[config.mk]
export PLATFORM = sky130hd
export DESIGN_NAME = cmd_handshake_tx
export DESIGN_NICKNAME = d
export VERILOG_FILES = /design/src/rtl/cmd_handshake_tx.sv
export SDC_FILE = /design/constraint.sdc
export NUM_CORES = 1
export LEC_CHECK = 0
export CORE_ASPECT_RATIO = 0.7
export CORE_MARGIN = 5
export CORE_UTILIZATION = 61
export CTS_BUF_LIST = sky130_fd_sc_hd__clkbuf_16
export DETAILED_ROUTE_END_ITERATION = 8
export PLACE_DENSITY = 0.8
export SLEW_MARGIN = 10
export SYNTH_ARGS = -nofsm -noshare
export SYNTH_HDL_FRONTEND = slang
export SYNTH_SLANG_ARGS = --single-unit
[constraint.sdc]
create_clock -name clk_50MHz -period 5.9 [get_ports clk_50MHz]
set_clock_uncertainty 0.05 [all_clocks]
set_input_delay 0.885 -clock clk_50MHz [delete_from_list [all_inputs] [get_ports clk_50MHz]]
set_output_delay 0.885 -clock clk_50MHz [all_outputs]
set_load 0.005 [all_outputs]
[src/rtl/cmd_handshake_tx.sv]
// cmd_handshake_tx: queues command words in a circular FIFO and issues each one
// to a receiver over a four-phase req/ack handshake, with holdoff and timeout.
module cmd_handshake_tx #(
  parameter int WIDTH   = 3,
  parameter int DEPTH   = 4,
  parameter int HOLDOFF = 8,
  parameter int TIMEOUT = 16
) (
  input  logic                     clk_50MHz,
  input  logic                     rst_n,
  input  logic                     clk_5Hz,
  input  logic                     in_valid,
  input  logic [WIDTH-1:0]         in_instruction,
  output logic                     in_ready,
  input  logic                     ack,
  output logic                     req,
  output logic [WIDTH-1:0]         instruction,
  output logic [$clog2(DEPTH):0]   pending,
  output logic                     timeout_err
);
  localparam int AW = $clog2(DEPTH);
  typedef enum logic [1:0] {IDLE, HOLD, REQ, REL} state_t;
  state_t           r_state, w_state;
  logic [1:0]       r_ack_s, r_tick_s;
  logic             r_tick_d;
  logic [AW:0]      r_wp, r_rp;
  logic [WIDTH-1:0] r_mem [DEPTH];
  logic [7:0]       r_cnt, w_cnt, w_cnt_inc;
  logic [WIDTH-1:0] w_instr;
  logic             w_req, w_err, w_pop, w_push, w_tick, w_full, w_empty, w_ack;
  assign w_ack     = r_ack_s[1];
  assign w_tick    = r_tick_s[1] & ~r_tick_d;
  assign pending   = r_wp - r_rp;
  assign w_full    = pending == (AW+1)'(DEPTH);
  assign w_empty   = r_wp == r_rp;
  assign in_ready  = ~w_full;
  // a pop frees a slot in the same cycle, so a full FIFO can still take a word then
  assign w_push    = in_valid & (~w_full | w_pop);
  assign w_cnt_inc = (r_cnt == 8'hff) ? r_cnt : r_cnt + 8'd1;
  always_comb begin
    w_state = r_state;
    w_cnt   = r_cnt;
    w_req   = req;
    w_instr = instruction;
    w_err   = timeout_err;
    w_pop   = 1'b0;
    case (r_state)
      IDLE: if (!w_empty && !w_ack) begin
        w_state = HOLD;
        w_cnt   = '0;
      end
      HOLD: if (int'(r_cnt) >= HOLDOFF) begin
        w_state = REQ;
        w_cnt   = '0;
        w_req   = 1'b1;
        w_instr = r_mem[r_rp[AW-1:0]];
      end else if (w_tick) w_cnt = w_cnt_inc;
      REQ: if (w_ack) begin
        w_state = REL;
        w_req   = 1'b0;
        w_pop   = 1'b1;
      end else if (w_tick && int'(w_cnt_inc) >= TIMEOUT) begin
        w_state = HOLD;
        w_req   = 1'b0;
        w_cnt   = '0;
        w_err   = 1'b1;
      end else if (w_tick) w_cnt = w_cnt_inc;
      REL: if (!w_ack) begin
        w_state = IDLE;
        w_instr = '0;
      end
    endcase
  end
  always_ff @(posedge clk_50MHz or negedge rst_n) begin
    if (!rst_n) begin
      r_state     <= IDLE;
      r_ack_s     <= '0;
      r_tick_s    <= '0;
      r_tick_d    <= 1'b0;
      r_wp        <= '0;
      r_rp        <= '0;
      r_cnt       <= '0;
      req         <= 1'b0;
      instruction <= '0;
      timeout_err <= 1'b0;
    end else begin
      r_state     <= w_state;
      r_ack_s     <= {r_ack_s[0], ack};
      r_tick_s    <= {r_tick_s[0], clk_5Hz};
      r_tick_d    <= r_tick_s[1];
      r_wp        <= r_wp + (AW+1)'(w_push);
      r_rp        <= r_rp + (AW+1)'(w_pop);
      r_cnt       <= w_cnt;
      req         <= w_req;
      instruction <= w_instr;
      timeout_err <= w_err;
    end
  end
  always_ff @(posedge clk_50MHz)
    if (w_push) r_mem[r_wp[AW-1:0]] <= in_instruction;
endmodule
Word level (Yosys, flattened, before mapping). Memories as Yosys holds them, arrays and structs flattened. Cells that the tools add are included.

Add/subtract/negate cells: 4. Multipliers: 0. Div/mod/pow operators: 0. Magnitude comparators: 2. Eq/ne operators: 11. Shift-type cells: 0. Muxes and demuxes: 24. Bitwise logic cells: 6. Reduce and logical (&&, ||, !) cells: 13.

Operators with widths (count): $mux W8 (6); $pmux W8 S3 (1); $reduce_and A3 Y1 (4); $mux W2 (5); $add A8 B1 Y8 const B (1); $eq A8 B8 Y1 const B (1); $ge A8 B4 Y1 const B (1); $ge A8 B5 Y1 const B (1); $ne A2 B2 Y1 const B (4); $pmux W2 S4 (1); $mux W1 (7); $add A3 B1 Y3 (2); $mux W3 (2); $pmux W3 S2 (1); $eq A2 B2 Y1 const B (2); $reduce_and A4 Y1 (1); $reduce_bool A2 Y1 (2); $eq A3 B3 Y1 (1); $eq A3 B3 Y1 const B (1); $ne A3 B3 Y1 const B (1); $not A1 Y1 (3); $reduce_bool A3 Y1 (1); $sub A3 B3 Y3 (1); $and A1 B1 Y1 (2); other kinds (6) (8).

Flip-flop bits (word level): 26. Latch bits: 0. Memory bits (writable): 12. Bits in read-only memories: 0. Input port bits: 8. Output and inout port bits: 9. Word-level logic and storage cells: 71. Memories kept: 1.

Memory list: r_mem (depth 4, width 3, rd ports 1, clocked after memory_dff 0, wr ports 1, RTL line 27) `logic [WIDTH-1:0] r_mem [DEPTH];`.

Depth between registers and ports, before layout. Gate-level depths: netlist of the first run.

Depth in word-level cells: 7. Gate-level depth with buffers: 9. Depth with buffers taken out: 9.

Worst setup path before layout of the first run. No wires, ideal clock.

Kind: reg2out. From: register r_rp[0]. To: output port in_ready. Arrival: 1.360 ns. Data required time: 4.965 ns. Slack: 3.605 ns. Cell stages (with the launch flop): 5. Buffers on the path: 0. Cell sequence: dfrtp_1 -> ha_1 -> fa_1 -> xor2_1 -> nand3_1.

Longest elaborated chain between the ends: 3.

RTL lines: start, declared (RTL line 26) `logic [AW:0] r_wp, r_rp;`; start signal, assigned (RTL line 92) `r_rp <= r_rp + (AW+1)'(w_pop);`; $sub A3 B3 Y3 (RTL line 33) `assign pending = r_wp - r_rp;`; via pending[2] (RTL line 18) `output logic [$clog2(DEPTH):0] pending,`; $eq A3 B3 Y1 (RTL line 34) `assign w_full = pending == (AW+1)'(DEPTH);`; $not A1 Y1 (RTL line 36) `assign in_ready = ~w_full;`; end, declared (RTL line 14) `output logic in_ready,`.

The timed path passes the listed nets, and every way through them passes these cells.

Worst setup path in the final report of the first run.
From: register r_rp[0]. To: output port in_ready.

Longest elaborated chain between the ends: 3.

RTL lines (RTL line): $sub A3 B3 Y3 (33); $eq A3 B3 Y1 (34); $not A1 Y1 (36).

Every way passes these cells.

==> run metrics, run 1 <==
Die H around 57 um; reg2reg setup slack ~3.5 ns; Gate Count Post-Synth 157; fraction of registers with async set/reset between 60% and 70%; Yosys cell types 46; class of the worst hold path reg -> reg; Via Count about 1300; root buffer cell clkbuf_16; final setup fails 0; DRT antenna net count 0; setup_tns 0 ns; Final Core Density 74.6%; CP max FO 5; crit path kind reg -> out; CP delay by family, top adder cells; Worst Setup Slack, final about 2.7 ns; Syn Nets ~180; gr ovfl total 0; static leakage just under 0.001 uW; CP bufs+invs 1; Antenna diodes 0; CTS Sinks 38; DP Worst Slack ~3 ns; row cnt 17; hpwl dp 2.97 mm; vias in the first global route 1364; Final period util between 50% and 60%; RSZ-0062 raised after global routing false; Min-Delay Path Depth 0; Post-synth EDFFs 12; layout cell share with drive strength beyond 1 roughly an eighth; status complete, no violations; hold_sp r_tick_s[0]; Area contributors post-synth dfrtp_1, edfxtp_1, ha_1; WL/cell between 15 and 20 um; Hold Path End r_tick_s[1]; syn avg cell area ~12 um^2; Die Area ~4400 um^2; Register-to-Register Path Depth 8; Max Clk Rate around 310 MHz; worst ir drop on vdd around 0.00035 V; area leader, netlist dfrtp_1; critical path capture point type output pin; number of iterations in the first detailed-routing pass 4; slew margin rel. 61.6%; first-pass GRT wire length just under 7 mm; CP peak stage delay 0.47 ns; Worst-Skew Late Latency approximately 0.28 ns; io pins 17; I/O Buffers 16; R2R Path End r_wp[2]; nets 200; minimum clock period approximately 3.2 ns; CTS H-tree depth 2; die span in x 76.9 um; non-filler cells, final 217; GPL Wtd Cong between 0.9 and 1; initial core utilization 62.0%; PostCTS Resize Cnt 0; Max-cap violations 0; post-synthesis register bit count 38; sequential fraction of the synthesis area a little over half; crit start category flop; Worst-Margin Slew roughly 0.58 ns; Hold Buf Count CTS 0; placed cells 209; CTS tree yes; Critical Path RT around 5.0 ns; Hold Fails Final Rpt 0; Max stage delay cell, worst path dfrtp_1; initial antenna violation count 0; area grow syn2layout 20.3%; TritonCTS buffer count 5; DRT Wirelength 4.02 mm; clock-pin slew on the worst setup and hold paths 0.06 ns; initial drt markers 130; Slew Viols, Final 0; hold_ws 0.305 ns; main flop type after synthesis dfrtp_1; drt via density 6.15; PD cells 550 nW/um^2; all-layer global routing usage 20.6%; Ys Warns 0; Post-CTS Setup Bufs 0; DRC viols 0; post-synth top area share about a third; core box area between 3000 and 4000 um^2; r2r startpoint r_rp[0]; largest net degree at the start of global routing 27; critical-path cell list ha_1 > fa_1 > xor2_1 > nand3_1 > clkdlybuf4s50_1; Max Root-Sink Buffers 2; CP arrival ~2.2 ns; Cell Area, Synth around 1900 um^2
cells in the final DEF, fill, tap and decap left out, drive strengths merged, types with 2 or more instances in the layout:
cell            n
and2            5
a31oi           8
dfrtp          26
o21ai           5
clkbuf          5
a31o            2
mux4            3
xor2            4
a21oi           6
bufinv          2
edfxtp         12
a41oi           3
nand2          14
o211ai          2
nor2b           4
nor2            8
ha             13
and3            4
nand4           2
nand3           5
clkdlybuf4s50  15
inv            12
synthesized netlist by cell type (2+ instances only):
library cell,n
a21oi_1,5
a31oi_1,8
a41oi_1,3
and2_1,4
and3_1,2
dfrtp_1,26
edfxtp_1,12
ha_1,13
inv_1,12
mux4_2,3
nand2_1,13
nand3_1,5
nand4_1,2
nor2_1,7
nor2b_1,4
o211ai_1,2
o21ai_0,4
xor2_1,4
how the worst max path moves through the flow:
| stage | from | end | cells past startpoint |
|---|---|---|---|
| after floorplan | r_rp[0] | in_ready | 4 |
| after global placement | r_rp[0] | in_ready | 5 |
| after detailed placement | r_rp[0] | in_ready | 5 |
| after CTS | r_rp[0] | in_ready | 5 |
| after global routing | r_rp[0] | in_ready | 5 |
| final | r_rp[0] | in_ready | 5 |
per-stage QoR:
stage                     area, um^2  total power, uW
final                           2300             1270
after global routing            2300             1350
after CTS                       2310             1270
after floorplan                 1910              709
after detailed placement        2110              916
after global placement          2110              885
sequential cells by signal (all words and copies together), names as in the netlist:
signal and cells:
r_tick_s 2, r_state 2, r_rp 3, req 1, r_tick_d 1, timeout_err 1
r_ack_s 2, r_wp 3, r_cnt 8, r_mem 12, instruction 3
power by group:
part           switching, uW  internal (uW)  total, uW
Combinational            277            242        519
Clock                    104            243        347
Sequential              57.4            343        400
Total                    439            828       1270
kinds of logic (layout without fill, tap and decap cells):
kind of cell / after synthesis / in the layout / share of synthesized area (%)
multiplexers: 3 / 3 / 3.53
XOR/XNOR: 4 / 4 / 1.83
AND/OR/NAND/NOR: 48 / 48 / 13.5
flip-flops: 38 / 38 / 52.8
AO/OA/AOI/OAI: 36 / 36 / 16.0
buffers and inverters: 14 / 36 / 2.81
adder cells (fa/ha/maj): 14 / 14 / 9.55
per-layer routing:
metal  GRT usage (%)  share of wire (%)  vias up
met2            30.2                 44       56
li1                -                  -      621
met5               0                  0        -
met3            5.93                6.9       13
met4            8.48                2.1        0
met1            28.6                 47      645
area by class of cell:
class | count | area, um^2
sequential | 38 | 1010
multi-input combinational | 105 | 848
fill | 185 | 783
timing repair buffer | 16 | 155
clock buffer | 5 | 125
clock inverter | 3 | 68.8
tap | 38 | 47.5
inverter | 12 | 45.0
Note: power is estimated with default switching activity, not from simulation.
==> run 2: changes to the inputs <==
--- a/config.mk
+++ b/config.mk
@@ -7,10 +7,10 @@
 export LEC_CHECK = 0
 export CORE_ASPECT_RATIO = 0.7
 export CORE_MARGIN = 5
-export CORE_UTILIZATION = 61
+export CORE_UTILIZATION = 56
 export CTS_BUF_LIST = sky130_fd_sc_hd__clkbuf_16
 export DETAILED_ROUTE_END_ITERATION = 8
-export PLACE_DENSITY = 0.8
+export PLACE_DENSITY = 0.74
 export SLEW_MARGIN = 10
 export SYNTH_ARGS = -nofsm -noshare
 export SYNTH_HDL_FRONTEND = slang
==> constraint.sdc (replaced) <==
create_clock -name clk_50MHz -period 3.1 [get_ports clk_50MHz]
set_clock_uncertainty 0.05 [all_clocks]
set_input_delay 0.465 -clock clk_50MHz [delete_from_list [all_inputs] [get_ports clk_50MHz]]
set_output_delay 0.465 -clock clk_50MHz [all_outputs]
set_load 0.005 [all_outputs]
==> run 2 against run 1 <==
Design area unchanged. Register-to-register slack got worse by 2.7 ns. Via count fell by 0.90%. Critical endpoint unchanged. Die area increased by 7.5%. Cell count is 4.6% higher. Largest power group unchanged. Combinational power is 89% higher.
==> run metrics, run 2 (synthesis results as in run 1) <==
slew margin rel. 63.7%; Die H around 59 um; Sw Ratio 35.5%; Slew Viols, Final 0; CTS H-tree depth 2; CP delay by family, top adder cells; core box area 3210 um^2; crit path kind reg -> out; Antenna diodes 0; hold_sp r_ack_s[0]; status complete, no violations; Int Power 1490 uW; largest net degree at the start of global routing 27; Via Count roughly 1300; Hold Path End r_ack_s[1]; critical-path cell list ha_1 > fa_1 > xor2_1 > nand3_1 > clkdlybuf4s50_1; non-filler cells, final approximately 230; root buffer cell clkbuf_16; number of iterations in the first detailed-routing pass 4; io pins 17; first-pass GRT wire length about 6.7 mm; Hold Buf Count CTS 0; r2r startpoint r_rp[0]; worst ir drop on vdd a little under 0.0007 V; vias in the first global route 1354; critical path capture point type output pin; hpwl dp approximately 2.9 mm; CP peak stage delay around 0.52 ns; WL/cell 17.1 um; Comb pwr share 42.3%; Max stage delay cell, worst path clkdlybuf4s50_1; initial antenna violation count 0; DRC viols 0; initial drt markers 124; crit start category flop; PostCTS Resize Cnt 0; Critical Path RT 2.58 ns; row cnt 17; layout cell share with drive strength beyond 1 about an eighth; static leakage just under 0.001 uW; PD cells between 1000 and 1500 nW/um^2; Worst-Skew Late Latency between 0.2 and 0.3 ns; Post-CTS Setup Bufs 0; CP max FO 5; I/O Buffers 16; CTS tree yes; drt via density between 5 and 6; all-layer global routing usage about a fifth; clock-pin slew on the worst setup and hold paths approximately 0.060 ns; commonest cells after routing, fill and taps aside dfrtp_1, clkdlybuf4s50_1, nand2_1, ha_1; die span in x 79.9 um; nets approximately 200; Die Area ~4700 um^2; Worst-Margin Slew about 0.54 ns; Max-cap violations 0; R2R Path End r_wp[2]; area grow syn2layout 20.3%; Reg power frac around 33%; placed cells between 200 and 250; CP arrival between 2 and 2.5 ns; Max Clk Rate roughly 370 MHz; Max Root-Sink Buffers 2; GPL Wtd Cong ~0.84; final setup fails 0; DRT antenna net count 0; setup_tns 0 ns; initial core utilization roughly 60%; minimum clock period 2.71 ns; TritonCTS buffer count 5; clock power share around a quarter; Register-to-Register Path Depth 8; class of the worst hold path reg -> reg; Final period util slightly below 90%; CP bufs+invs 1; Hold Fails Final Rpt 0; DRT Wirelength slightly below 4 mm; max FFs per register 12; gr ovfl total 0; RSZ-0062 raised after global routing false; commonest non-fill, non-tap cell in the layout dfrtp_1; sw power between 800 and 900 uW; reg2reg setup slack approximately 0.75 ns; Min-Delay Path Depth 0; CTS Sinks 38
==> run 2: cell types whose count changed in the layout (fill, tap and decap cells not counted) <==
cell and change:
clkdlybuf4s50_1 +1, bufinv_16 -1, clkinv_4 -1, buf_2 -1, clkinvlp_4 +2, buf_4 +1
==> run 2: cell type report <==
| class | instances | area [um^2] |
|---|---|---|
| well taps | 47 | 58.8 |
| fillers | 229 | 911 |
| multi-input cells | 105 | 848 |
| flip-flops and latches | 38 | 1010 |
| repair buffers | 17 | 168 |
| clock inverters | 3 | 45.0 |
| clock buffers | 5 | 125 |
| inverters | 12 | 45.0 |
==> run 2: worst max path at each step <==
stage                to     from  depth (start not counted)
3_5_place_dp   in_ready  r_rp[0]                          5
2_1_floorplan   r_wp[2]  r_rp[0]                          8
3_3_place_gp   in_ready  r_rp[0]                          5
5_1_grt        in_ready  r_rp[0]                          5
4_1_cts        in_ready  r_rp[0]                          5
6_report       in_ready  r_rp[0]                          5
==> run 2: metrics by stage <==
stage               area [um^2]  setup WS [ns]  util, %  hold WS [ns]  total power [uW]
global route               2300          0.283     71.6         0.307              2480
detailed placement         2130          0.677     66.3         0.287              1730
CTS                        2300          0.370     71.6         0.301              2330
finish                     2300          0.386     71.6         0.299              2320
floorplan                  1910          0.863        -         0.119              1350
global placement           2130          0.743     66.3         0.284              1680
==> run 2: per-layer routing <==
metal / wire length [um] / vias to the layer above / share of wire [%] / global-route usage (%)
met5: 0 / - / 0 / 0
met4: 46 / 0 / 1.2 / 7.23
met3: 219 / 7 / 5.7 / 6.57
met2: 1770 / 32 / 46 / 29.7
met1: 1840 / 657 / 48 / 26.0
li1: - / 627 / - / -
==> run 2: power groups by stage <==
stage	registers, uW	logic, uW	clock network [uW]
after global routing	784	1090	614
after global placement	758	920	0
after floorplan	740	609	0
after CTS	763	980	583
final	763	979	575
after detailed placement	770	964	0
==> run 3: changes to the inputs <==
--- a/config.mk
+++ b/config.mk
@@ -5,11 +5,12 @@
 export SDC_FILE = /design/constraint.sdc
 export NUM_CORES = 1
 export LEC_CHECK = 0
-export CORE_ASPECT_RATIO = 0.7
+export CORE_ASPECT_RATIO = 1.4
 export CORE_MARGIN = 5
 export CORE_UTILIZATION = 56
 export CTS_BUF_LIST = sky130_fd_sc_hd__clkbuf_16
 export DETAILED_ROUTE_END_ITERATION = 8
+export GPL_ROUTABILITY_DRIVEN = 0
 export PLACE_DENSITY = 0.74
 export SLEW_MARGIN = 10
 export SYNTH_ARGS = -nofsm -noshare
==> run 3 against run 2 <==
Clock-buffer cell count did not move. First-iteration DRC count fell by 43%. Sequential cell count did not move. Largest power group unchanged. Setup slack improved by 0.022 ns. Critical endpoint unchanged. Highest routed layer unchanged. Global-route usage fell by 1.1 points.
==> run metrics, run 3 (synthesis results as in run 1) <==
Sw Ratio between 30% and 40%; WL/cell ~17 um; Final Core Density a little under 70%; first-pass GRT wire length 6.40 mm; number of iterations in the first detailed-routing pass 4; max FFs per register 12; CP peak stage delay around 0.52 ns; Max Clk Rate approximately 370 MHz; Seq. cell area a little over 1000 um^2; io pins 17; RSZ-0062 raised after global routing false; fin area around 2300 um^2; CP max FO 5; setup_tns 0 ns; commonest non-fill, non-tap cell in the layout dfrtp_1; sw power slightly below 800 uW; Multi-input gate area approximately 850 um^2; crit start category flop; Antenna diodes 0; Die H around 79 um; Worst Setup Slack, final between 0.4 and 0.5 ns; hold_ws between 0.2 and 0.3 ns; Final period util 86.9%; hpwl dp around 2.8 mm; Worst-Margin Slew roughly 0.62 ns; Critical Path RT ~2.6 ns; DP Worst Slack slightly below 0.7 ns; PostCTS Resize Cnt 0; Max Root-Sink Buffers 2; all-layer global routing usage a little under a fifth; final setup fails 0; nets approximately 200; Post-CTS Setup Bufs 0; commonest cells after routing, fill and taps aside dfrtp_1, clkdlybuf4s50_1, inv_1, nand2_1, ha_1; static leakage approximately 0.00098 uW; DRT Wirelength 3.74 mm; CTS H-tree depth 2; I/O Buffers 16; layout cell share with drive strength beyond 1 around an eighth; clock power share 24.3%; initial drt markers between 70 and 80; vias in the first global route 1341; Via Count ~1300; CP arrival 2.18 ns; area grow syn2layout 19.4%; Worst-Skew Late Latency between 0.2 and 0.3 ns; clock-pin slew on the worst setup and hold paths about 0.050 ns; die span in x just under 60 um; largest net degree at the start of global routing 27; Reg power frac between 30% and 40%; root buffer cell clkbuf_16; class of the worst hold path reg -> reg; status complete, no violations; DRC viols 0; slew margin rel. between 50% and 60%; filler cell count about 240; gr ovfl total 0; Max stage delay cell, worst path clkdlybuf4s50_1; CTS tree yes; placed cell area 2120 um^2; Hold Fails Final Rpt 0; Slew Viols, Final 0; drt via density a little under 6; minimum clock period 2.69 ns; Die Area between 4000 and 5000 um^2; CTS Sinks 38; initial core utilization between 50% and 60%; TritonCTS buffer count 5; worst ir drop on vdd 0.000632 V; crit path kind reg -> out; row cnt 25; critical-path cell list ha_1 > fa_1 > xor2_1 > nand3_1 > clkdlybuf4s50_1; DRT antenna net count 0; critical path capture point type output pin; PD cells approximately 1000 nW/um^2; core box area approximately 3300 um^2; Max-cap violations 0; Comb pwr share a little over two fifths; initial antenna violation count 0; Int Power approximately 1500 uW; Hold Buf Count CTS 0
[run 3: cell count changes in the layout (fill, tap and decap cells not counted), sizes merged]
cell | previous run | this run
clkinv | 0 | 1
clkinvlp | 2 | 0
inv | 12 | 13
[run 3: metrics by stage]
stage | instances | power [uW]
floorplan | 157 | 1350
global placement | 212 | 1690
detailed placement | 212 | 1730
CTS | 220 | 2300
global route | 220 | 2440
finish | 220 | 2280
[run 3: layout make-up]
type	count	share of cell area [%]
inverters	12	1.97
clock inverters	3	1.64
flip-flops and latches	38	44.2
repair buffers	17	7.34
well taps	40	2.19
clock buffers	5	5.48
multi-input cells	105	37.1
[run 3: layer usage]
layer	track usage (%)	routed length, um	up-vias
li1	-	-	628
met1	19.2	1450	633
met2	34.1	2100	27
met3	4.88	143	6
met4	6.12	49	0
met5	0	0	-
[run 3: worst max-delay path: cells and delay by family, from the launching register on]
kind                       cells  cell delay, ns
buffers and inverters          1            0.52
and+or+nand+nor                1            0.12
xor gates and xnor gates       1            0.19
adders and majority gates      2            0.61
DFF                            1            0.47
[run 3: final timing paths]
kind                                  start           to  slack, ns  cells past startpoint
worst max register to register      r_rp[0]      r_wp[2]       0.75                      8
min in group asynchronous             rst_n     r_cnt[5]       0.50                      2
max in group asynchronous             rst_n   r_ack_s[1]       2.23                      2
worst min register to register  r_tick_s[0]  r_tick_s[1]       0.30                      0
worst min-delay path            r_tick_s[0]  r_tick_s[1]       0.30                      0
worst max-delay path                r_rp[0]     in_ready       0.41                      5
[run 3: power groups by stage]
stage | sequential (uW) | combinational [uW] | clock, uW
global route | 773 | 1070 | 588
finish | 755 | 973 | 554
detailed placement | 760 | 969 | 0
floorplan | 740 | 609 | 0
global placement | 755 | 932 | 0
CTS | 755 | 986 | 563
